[src/rtl/square_if.sv]
// Operand/result bus for the iterative squarer; master drives the request, slave is the squarer.
// The done_o pulse exists only when SQUARE_DONE_EN is defined.
interface square_if #(
  parameter int WIDTH = 8
);
  logic [WIDTH-1:0]   x_bi;
  logic               start_i;
  logic               busy_o;
  logic [2*WIDTH-1:0] y_bo;
`ifdef SQUARE_DONE_EN
  logic               done_o;

  modport master (output x_bi, output start_i, input busy_o, input y_bo, input done_o);
  modport slave  (input x_bi, input start_i, output busy_o, output y_bo, output done_o);
`else
  modport master (output x_bi, output start_i, input busy_o, input y_bo);
  modport slave  (input x_bi, input start_i, output busy_o, output y_bo);
`endif
endinterface

[src/rtl/square.sv]
// Sequential squarer: y = x*x by shift-and-add, one multiplier bit per clock, fixed WIDTH-cycle latency.
// Optional one-cycle completion pulse on done_o when SQUARE_DONE_EN is defined.
//
// state  | meaning
// S_IDLE | waiting for start_i, result held on y_bo
// S_WORK | iterating over the latched operand bits
module square #(
  parameter int WIDTH = 8
) (
  input  logic     clk_i,
  input  logic     rst_i,
  square_if.slave  bus
);
  localparam int PW = 2 * WIDTH;
  localparam int CW = $clog2(WIDTH);

  typedef enum logic {S_IDLE, S_WORK} state_t;

  state_t          state_q;
  logic [PW-1:0]   a_q;
  logic [WIDTH-1:0] b_q;
  logic [PW-1:0]   acc_q;
  logic [PW-1:0]   acc_d;
  logic [CW-1:0]   cnt_q;
  logic [PW-1:0]   y_q;
  logic            busy_q;
`ifdef SQUARE_DONE_EN
  logic            done_q;
`endif

  // Accumulator including this cycle's partial product, so the last bit lands in y on completion.
  always_comb begin
    acc_d = acc_q;
    if (b_q[0]) acc_d = acc_q + a_q;
  end

  always_ff @(posedge clk_i or negedge rst_i) begin
    if (!rst_i) begin
      state_q <= S_IDLE;
      a_q     <= '0;
      b_q     <= '0;
      acc_q   <= '0;
      cnt_q   <= '0;
      y_q     <= '0;
      busy_q  <= 1'b0;
`ifdef SQUARE_DONE_EN
      done_q  <= 1'b0;
`endif
    end else begin
`ifdef SQUARE_DONE_EN
      done_q <= 1'b0;
`endif
      case (state_q)
        S_IDLE: begin
          if (bus.start_i) begin
            a_q     <= {{WIDTH{1'b0}}, bus.x_bi};
            b_q     <= bus.x_bi;
            acc_q   <= '0;
            cnt_q   <= '0;
            busy_q  <= 1'b1;
            state_q <= S_WORK;
          end
        end
        S_WORK: begin
          acc_q <= acc_d;
          a_q   <= a_q << 1;
          b_q   <= b_q >> 1;
          cnt_q <= cnt_q + CW'(1);
          if (cnt_q == CW'(WIDTH - 1)) begin
            y_q     <= acc_d;
            busy_q  <= 1'b0;
            state_q <= S_IDLE;
`ifdef SQUARE_DONE_EN
            done_q  <= 1'b1;
`endif
          end
        end
        default: state_q <= S_IDLE;
      endcase
    end
  end

  assign bus.busy_o = busy_q;
  assign bus.y_bo   = y_q;
`ifdef SQUARE_DONE_EN
  assign bus.done_o = done_q;
`endif
endmodule

[src/flat_wrapper.sv]
// flat-port wrapper written by rule: the top's interface ports become plain ports
module square_flat 
#(
  parameter int WIDTH = 8
)
  (clk_i, rst_i, bus_x_bi, bus_start_i, bus_busy_o, bus_y_bo);
  square_if #(.WIDTH(WIDTH)) bus_i ();
  input  logic clk_i;
  input  logic rst_i;
  input wire logic [$bits(bus_i.x_bi)-1:0] bus_x_bi;
  input wire logic [$bits(bus_i.start_i)-1:0] bus_start_i;
  output wire logic [$bits(bus_i.busy_o)-1:0] bus_busy_o;
  output wire logic [$bits(bus_i.y_bo)-1:0] bus_y_bo;
  assign bus_i.x_bi = bus_x_bi;
  assign bus_i.start_i = bus_start_i;
  assign bus_busy_o = bus_i.busy_o;
  assign bus_y_bo = bus_i.y_bo;
  square #(.WIDTH(WIDTH)) u_core (.clk_i(clk_i), .rst_i(rst_i), .bus(bus_i));
endmodule
[config.mk]
export PLATFORM = sky130hd
export DESIGN_NAME = square_flat
export DESIGN_NICKNAME = d
export VERILOG_FILES = /design/src/rtl/square_if.sv /design/src/rtl/square.sv /design/src/flat_wrapper.sv
export SDC_FILE = /design/constraint.sdc
export NUM_CORES = 1
export LEC_CHECK = 0
export CAP_MARGIN = 15
export CORE_MARGIN = 3
export CORE_UTILIZATION = 55
export CTS_CLUSTER_DIAMETER = 30
export DETAILED_ROUTE_END_ITERATION = 10
export GPL_ROUTABILITY_DRIVEN = 0
export GPL_TIMING_DRIVEN = 0
export PLACE_DENSITY_LB_ADDON = 0.1
export SYNTH_ARGS = -nofsm -noshare
export SYNTH_HDL_FRONTEND = slang
export SYNTH_SLANG_ARGS = --single-unit
[constraint.sdc]
create_clock -name clk_i -period 2.8 [get_ports clk_i]
set_clock_uncertainty 0.05 [all_clocks]
set_input_delay 0.56 -clock clk_i [delete_from_list [all_inputs] [get_ports clk_i]]
set_output_delay 0.56 -clock clk_i [all_outputs]
set_load 0.005 [all_outputs]
==> results of run 1 <==
layer usage:
layer	routed length, µm	vias up	part of all wire	global-route usage
met1	3140	1181	0.47	0.280
met3	385	8	0.057	0.0506
met2	3080	65	0.46	0.308
met5	0	-	0	0
met4	107	0	0.016	0.0773
li1	-	1264	-	-
cells in the mapped netlist (3+ instances only):
library cell | number | share of area
dfrtp_1 | 61 | 0.47
nand2_1 | 53 | 0.061
o21ai_0 | 41 | 0.063
mux2i_1 | 29 | 0.088
a22o_1 | 17 | 0.045
ha_1 | 17 | 0.065
clkbuf_1 | 13 | 0.015
a21oi_1 | 12 | 0.018
xnor2_1 | 11 | 0.029
a21o_1 | 9 | 0.021
nand3_1 | 9 | 0.014
inv_1 | 6 | 0.0069
buf_2 | 5 | 0.0076
nor2_1 | 5 | 0.0057
a31oi_1 | 4 | 0.0076
o21ai_1 | 3 | 0.0046
xor2_1 | 3 | 0.0080
area by class of cell:
class	count	area, µm²	area share
Sequential cell	61	1530	0.399
Inverter	6	22.5	0.00589
Tap cell	72	90.1	0.0235
Buffer	19	77.6	0.0203
Clock buffer	12	155	0.0405
Timing Repair Buffer	27	275	0.0719
Multi-Input combinational cell	242	1660	0.433
Clock inverter	4	22.5	0.00589
state kept, by name, indices dropped and copies added (netlist names):
name and count:
u_core.a_q 16, u_core.acc_q 16, u_core.b_q 8, u_core.bus.busy_o 1, u_core.bus.y_bo 16, u_core.cnt_q 3, u_core.state_q 1
metrics by stage:
stage / setup WS (ns) / utilization / TNS (ns) / instances
after global routing: -0.00755 / 0.678 / -0.00755 / 443
after detailed placement: 0.262 / 0.646 / 0 / 427
final: 0.205 / 0.678 / 0 / 443
after CTS: 0.248 / 0.678 / 0 / 443
after global placement: -0.780 / 0.644 / -47.37 / 426
after floorplan: 0.630 / - / 0 / 328
timing repair:
item                       in CTS  in global routing
setup endpoints to repair       0                  1
resized for setup               0                  1
setup buffers                   0                  0
report_power, final:
| part | internal (µW) | switching (µW) | total (µW) |
|---|---|---|---|
| logic | 893 | 1010 | 1910 |
| registers | 1230 | 253 | 1480 |
| clock network | 365 | 332 | 697 |
cells by family after synthesis:
family | Yosys count
AO/OA/AOI/OAI | 102
XOR/XNOR | 14
adder cells (fa/ha/maj) | 18
buffers and inverters | 25
flip-flops | 61
multiplexers | 29
AND/OR/NAND/NOR | 79
worst min-delay path by stage:
stage,slack (ns),cells past startpoint,to,startpoint
2_1_floorplan,0.21,0,u_core.a_q[0]$_DFFE_PN0P_,rst_i
3_3_place_gp,0.41,2,u_core.bus.y_bo[13]$_DFFE_PN0P_,u_core.bus.y_bo[13]$_DFFE_PN0P_
3_5_place_dp,0.42,2,u_core.bus.y_bo[7]$_DFFE_PN0P_,u_core.bus.y_bo[7]$_DFFE_PN0P_
4_1_cts,0.17,1,u_core.bus.y_bo[0]$_DFFE_PN0P_,rst_i
5_1_grt,0.19,1,u_core.bus.y_bo[0]$_DFFE_PN0P_,rst_i
6_report,0.17,1,u_core.bus.y_bo[0]$_DFFE_PN0P_,rst_i
placed cells by master (no fill, tap or decap), types with 3 or more instances in the layout:
cell type and n:
buf_2 6, o21ai_0 41, ha_1 17, xnor2_1 11, inv_1 6, nand2_1 53
clkdlybuf4s50_1 25, a22o_1 17, dfrtp_1 61, xor2_1 3, nand3_1 9, a21o_1 9
clkinv_2 3, nor2_1 5, a31oi_1 4, clkbuf_1 14, clkbuf_8 11, o21ai_1 3
a21oi_1 12, mux2i_1 29
worst max-delay path: stages (launching register included):
cell       delay (ns)
dfrtp_1          0.40
ha_1             0.39
a2111oi_1        0.44
o21ai_1          0.20
a41oi_1          0.40
a31oi_1          0.15
xor2_1           0.17
mux2i_1          0.16
o21ai_0          0.09
==> flow_metrics.tcl, run 1 <==
set metrics [dict create \
    firstDrtPassIters 4 \
    min_period_ns 2.60 \
    die-area_mm2 0.00693 \
    ys.warnings.count 0 \
    cp.required_ns 2.94 \
    cts_hold_buf 0 \
    cp_max_fo 6 \
    clockBufferDepth 2 \
    cts_tree "yes" \
    path_clk_slew_ns 0.07 \
    die_w_um 83.2 \
    synth_ff_type "dfrtp_1" \
    syn_inst 328 \
    routedWlPerCell_um 15.2 \
    crit_type "reg -> reg" \
    synth_compound_area_frac 0.202 \
    grt_pass1_wl_um 11300 \
    synthXorXnorAreaFrac 0.0374 \
    fp-row-count 27 \
    hold_path.class "in -> async" \
    cap_viol_max_count 0 \
    core_mm2 0.00564 \
    syn_nets 357 \
    drt.antenna.violating_nets 0 \
    r2r-end "u_core.bus.y_bo[13]$_DFFE_PN0P_" \
    num_vias 2518 \
    synth_top_family_by_area "compound AO/OA/AOI/OAI gates" \
    synthAdderAreaFrac 0.0709 \
    relSlewSlack 0.615 \
    worstPathArrival_ns 2.74 \
    syn_area_mm2 0.00328 \
    syn_to_final_growth_pct 16.6 \
    synthSimpleGateAreaFrac 0.106 \
    r2r-start "u_core.acc_q[6]$_DFFE_PN0P_" \
    n_fill_cell 477 \
    status "finished, final reports clean" \
    routed_wl_um 6720 \
    die_h_um 83.2 \
    antenna_found_initial 0 \
    crit_end "u_core.bus.y_bo[13]$_DFFE_PN0P_" \
    synth_edf_count 0 \
    crit_path_start_kind "register" \
    dpl.hpwl_um 5000 \
    numCtsBuffers 9 \
    tightest_slew_ns 0.578 \
    power_density_mw_per_mm2 1070 \
    grt_max_degree 37 \
    cts_sinks 61 \
    synth-seq-area-share 0.465 \
    cp-startpoint "u_core.acc_q[6]$_DFFE_PN0P_" \
    yosysUniqueCellTypes 41 \
    setup.worst_path.end_class "register" \
    fin_area_mm2 0.00383 \
    synth_mux_area_frac 0.0884 \
    grtUsageTotal 0.203 \
    fin_nets 395 \
    dr.first_iter.drc_count 190 \
    finalSetupViolCount 0 \
    hold_violations 0 \
    ys_async_sr_fraction 1.00 \
    port_buffers 26 \
    reg2regPathDepth 8 \
    power.total_uw 4080 \
    antenna_cells 0 \
    leakagePower_uw 0.00180 \
    whs_ns 0.168 \
    timing.fmax_ghz 0.385 \
    clk_latency_ns 0.33 \
    grt_pass1_vias 2368 \
    r2r_slack_ns 0.20 \
    route.detailed.drc 0 \
    period_share 0.927 \
    drive_above_1_share 0.0728 \
    ys_ff_latch 61 \
    vdd_drop_max_v 0.000513 \
    start_util 0.582 \
    htree_num_levels 3 \
    dpl-instance-area_mm2 0.00365 \
    overflow 0 \
    pin_count 28 \
    slew_viol_final 0 \
    root_buffer "clkbuf_8" \
    syn_area_per_cell_um2 10.0 \
    viasPerCell 5.68 \
]
Note: power is estimated with default switching activity, not from simulation.
==> run 2: changes to the inputs <==
--- a/config.mk
+++ b/config.mk
@@ -8,6 +8,7 @@
 export CAP_MARGIN = 15
 export CORE_MARGIN = 3
 export CORE_UTILIZATION = 55
+export CTS_BUF_LIST = sky130_fd_sc_hd__clkbuf_2
 export CTS_CLUSTER_DIAMETER = 30
 export DETAILED_ROUTE_END_ITERATION = 10
 export GPL_ROUTABILITY_DRIVEN = 0
@@ -16,3 +17,4 @@
 export SYNTH_ARGS = -nofsm -noshare
 export SYNTH_HDL_FRONTEND = slang
 export SYNTH_SLANG_ARGS = --single-unit
+export TNS_END_PERCENT = 1
==> constraint.sdc (replaced) <==
create_clock -name clk_i -period 2.8 [get_ports clk_i]
set_clock_uncertainty 0.05 [all_clocks]
set_input_delay 0.56 -clock clk_i [delete_from_list [all_inputs] [get_ports clk_i]]
set_output_delay 0.56 -clock clk_i [all_outputs]
set_load 0.1 [all_outputs]
==> flow_metrics.tcl, run 2 (synthesis results as in run 1) <==
set metrics [dict create \
    power.total_uw 4540 \
    period_share 0.945 \
    dp_slack_ns 0.262 \
    grt_pass1_wl_um 11200 \
    antenna_cells 0 \
    multi_input_area_mm2 0.00166 \
    slowest_stage "clkdlybuf4s50_1" \
    fp-row-count 27 \
    cts_sinks 61 \
    slew_viol_final 0 \
    worstPathArrival_ns 2.04 \
    route.detailed.drc 0 \
    fin_nets 396 \
    crit_chain "clkdlybuf4s50_1" \
    routed_wl_um 6720 \
    power_density_mw_per_mm2 1220 \
    viasPerCell 5.70 \
    drive_above_1_share 0.0699 \
    numCtsBuffers 9 \
    final_cell_mix "61 x dfrtp_1, 53 x nand2_1, 41 x o21ai_0" \
    clk_latency_ns 0.48 \
    crit_family "buffers and inverters" \
    n_fill_cell 482 \
    cp_max_fo 3 \
    path_clk_slew_ns 0.17 \
    syn_to_final_growth_pct 13.9 \
    die-area_mm2 0.00693 \
    htree_num_levels 3 \
    final_util 0.663 \
    dpl.hpwl_um 5000 \
    whs_ns 0.440 \
    path_buf_inv 1 \
    grt_max_degree 37 \
    finalSetupTns_ns 0 \
    worst_slack_ns 0.154 \
    layout_commonest_cell "dfrtp_1" \
    port_buffers 26 \
    tightest_slew_ns 0.973 \
    vdd_drop_max_v 0.000743 \
    firstDrtPassIters 4 \
    drt.antenna.violating_nets 0 \
    num_vias 2531 \
    status "finished, final reports clean" \
    die_h_um 83.2 \
    die_w_um 83.2 \
    min_period_ns 2.65 \
    seq_area_mm2 0.00153 \
    grt_pass1_vias 2386 \
    leakagePower_uw 0.00177 \
    routedWlPerCell_um 15.1 \
    slowest_delay_ns 1.14 \
    relSlewSlack 0.349 \
    crit_type "reg -> out" \
    cap_viol_max_count 0 \
    dr.first_iter.drc_count 159 \
    crit_path_start_kind "register" \
    core_mm2 0.00564 \
    cp.required_ns 2.19 \
    cts_setup_buffers 0 \
    hold_path.class "reg -> reg" \
    hold_violations 0 \
    clockBufferDepth 2 \
    setup.worst_path.end_class "output pin" \
    start_util 0.582 \
    grtUsageTotal 0.202 \
    timing.fmax_ghz 0.378 \
    antenna_found_initial 0 \
    cts_tree "yes" \
    finalSetupViolCount 0 \
    pin_count 28 \
    overflow 0 \
    root_buffer "clkbuf_2" \
]
==> run 2: cell count changes in the layout (fill, tap and decap cells not counted) <==
cell           change
clkbuf_8          -11
clkbuf_2          +10
clkinv_1           +2
clkbuf_1           -1
dlygate4sd3_1      +1
==> run 2: stage by stage <==
stage                     cells  area, µm²
after floorplan             328       3280
after global placement      426       3630
after detailed placement    427       3650
after CTS                   444       3740
after global routing        444       3740
final                       444       3740
==> run 2: routing by layer <==
| layer | up-vias | wire length, µm | GRT usage |
|---|---|---|---|
| met2 | 55 | 3070 | 0.310 |
| met5 | - | 0 | 0 |
| met4 | 0 | 154 | 0.0906 |
| met3 | 14 | 221 | 0.0387 |
| li1 | 1270 | - | - |
| met1 | 1192 | 3270 | 0.278 |
==> run 2: worst paths after layout <==
| check | end | depth (start not counted) | slack (ns) | startpoint |
|---|---|---|---|---|
| setup / recovery | bus_busy_o | 1 | 0.15 | u_core.bus.busy_o$_DFFE_PN0P_ |
| hold / removal | u_core.bus.y_bo[7]$_DFFE_PN0P_ | 2 | 0.44 | u_core.bus.y_bo[7]$_DFFE_PN0P_ |
| setup reg to reg | u_core.bus.y_bo[13]$_DFFE_PN0P_ | 8 | 0.19 | u_core.a_q[6]$_DFFE_PN0P_ |
| hold reg to reg | u_core.bus.y_bo[7]$_DFFE_PN0P_ | 2 | 0.44 | u_core.bus.y_bo[7]$_DFFE_PN0P_ |
| max in group asynchronous | u_core.a_q[13]$_DFFE_PN0P_ | 3 | 1.57 | rst_i |
| min in group asynchronous | u_core.bus.y_bo[0]$_DFFE_PN0P_ | 2 | 0.54 | rst_i |
==> run 2: power breakdown <==
group / internal [µW] / switching, µW / leakage, µW / total, µW
combinational: 894 / 1760 / 0.000922 / 2650
sequential: 1220 / 253 / 0.000794 / 1470
clock: 110 / 309 / 0.0000565 / 419
==> run 2: layout make-up <==
class,instances,share of cell area
multi-input combinational,242,0.443
sequential,61,0.408
timing repair buffer,28,0.0763
inverter,6,0.00602
buffer,19,0.0207
clock buffer,10,0.0134
tap,72,0.0241
clock inverter,6,0.00803
==> run 2: timing repair <==
| action | CTS | global route |
|---|---|---|
| endpoints found under the setup margin | 0 | 1 |
| gates resized for setup | 0 | 1 |
| hold endpoints to repair | 5 | 0 |
| hold buffers | 1 | 0 |
==> run 3: changes to the inputs <==
--- a/config.mk
+++ b/config.mk
@@ -7,7 +7,7 @@
 export LEC_CHECK = 0
 export CAP_MARGIN = 15
 export CORE_MARGIN = 3
-export CORE_UTILIZATION = 55
+export CORE_UTILIZATION = 30
 export CTS_BUF_LIST = sky130_fd_sc_hd__clkbuf_2
 export CTS_CLUSTER_DIAMETER = 30
 export DETAILED_ROUTE_END_ITERATION = 10
==> flow_metrics.tcl, run 3 (synthesis results as in run 1) <==
set metrics [dict create \
    status "finished, final reports clean" \
    routedWlPerCell_um 15.3 \
    firstDrtPassIters 4 \
    rsz0062_at_grt "no" \
    die_w_um 111 \
    fin_nets 394 \
    grt_max_degree 62 \
    grtUsageTotal 0.132 \
    setup.worst_path.end_class "output pin" \
    period_share 0.953 \
    dpl.hpwl_um 5600 \
    relSlewSlack 0.352 \
    crit_family "buffers and inverters" \
    die_h_um 111 \
    worstPathArrival_ns 2.06 \
    crit_chain "clkdlybuf4s50_1" \
    start_util 0.314 \
    layout_commonest_cell "dfrtp_1" \
    core_mm2 0.0105 \
    min_period_ns 2.67 \
    path_buf_inv 1 \
    slowest_delay_ns 1.14 \
    fin_cells 506 \
    tightest_slew_ns 0.969 \
    num_vias 2522 \
    timing.fmax_ghz 0.375 \
    final_cell_mix "61 x dfrtp_1, 53 x nand2_1, 41 x o21ai_0" \
    pin_count 28 \
    cp.required_ns 2.19 \
    power_density_mw_per_mm2 1230 \
    antenna_found_initial 0 \
    cts_hold_buf 0 \
    dr.first_iter.drc_count 63 \
    slowest_stage "clkdlybuf4s50_1" \
    die-area_mm2 0.0122 \
    vdd_drop_max_v 0.000659 \
    worst_slack_ns 0.131 \
    clk_latency_ns 0.52 \
    numCtsBuffers 9 \
    drt.antenna.violating_nets 0 \
    clockBufferDepth 2 \
    viasPerCell 4.98 \
    cts_setup_buffers 0 \
    cts_resized 0 \
    crit_type "reg -> out" \
    grt_pass1_vias 2478 \
    leakagePower_uw 0.00177 \
    root_buffer "clkbuf_2" \
    hold_path.class "in -> async" \
    drive_above_1_share 0.0757 \
    cp_max_fo 3 \
    cts_tree "yes" \
    finalSetupViolCount 0 \
    cts_sinks 61 \
    cap_viol_max_count 0 \
    grt_pass1_wl_um 13000 \
    slew_viol_final 0 \
    routed_wl_um 7760 \
    route.detailed.drc 0 \
    fp-row-count 37 \
    dp_slack_ns 0.220 \
    antenna_cells 0 \
    overflow 0 \
    crit_path_start_kind "register" \
    path_clk_slew_ns 0.19 \
    syn_to_final_growth_pct 17.0 \
    hold_violations 0 \
    place_inst 490 \
    port_buffers 26 \
    htree_num_levels 3 \
]
run 3: cell type report:
type,instances,area (µm²)
clock buffer,9,45.0
buffer,19,77.6
inverter,6,22.5
sequential,61,1530
fill,1103,6620
multi-input combinational,242,1660
timing repair buffer,26,258
clock inverter,7,76.3
tap,136,170
run 3: through the flow:
stage | TNS, ns | hold slack, ns | instance area [µm²] | power [µW] | util
global route | 0 | 0.0753 | 3840 | 5110 | 0.367
detailed placement | 0 | 0.422 | 3710 | 4190 | 0.355
global placement | -63.23 | 0.414 | 3710 | 4160 | 0.355
finish | 0 | 0.0282 | 3840 | 4730 | 0.367
CTS | 0 | 0.0426 | 3830 | 4780 | 0.366
floorplan | 0 | 0.214 | 3280 | 3520 | -
run 3: worst paths after layout:
check	start	endpoint	slack, ns	depth (start not counted)
worst max-delay path	u_core.bus.busy_o$_DFFE_PN0P_	bus_busy_o	0.13	1
max in group asynchronous	rst_i	u_core.acc_q[5]$_DFFE_PN0P_	2.13	1
min in group clk_i	u_core.bus.y_bo[7]$_DFFE_PN0P_	u_core.bus.y_bo[7]$_DFFE_PN0P_	0.45	2
worst max register to register	u_core.a_q[6]$_DFFE_PN0P_	u_core.bus.y_bo[15]$_DFFE_PN0P_	0.24	8
worst min-delay path	rst_i	u_core.bus.y_bo[13]$_DFFE_PN0P_	0.03	1
worst min register to register	u_core.bus.y_bo[7]$_DFFE_PN0P_	u_core.bus.y_bo[7]$_DFFE_PN0P_	0.45	2
run 3: metal layers:
layer | vias to the layer above | GRT usage | routed length [µm]
met5 | - | 0 | 0
met4 | 0 | 0.0525 | 156
met3 | 14 | 0.0247 | 284
met2 | 50 | 0.195 | 3310
met1 | 1199 | 0.190 | 4000
li1 | 1259 | - | -
run 3: power by group:
part           switching (µW)  total, µW  internal [µW]
clock                     361        569            208
sequential                258       1480           1220
combinational            1790       2680            892
total                    2410       4730           2320
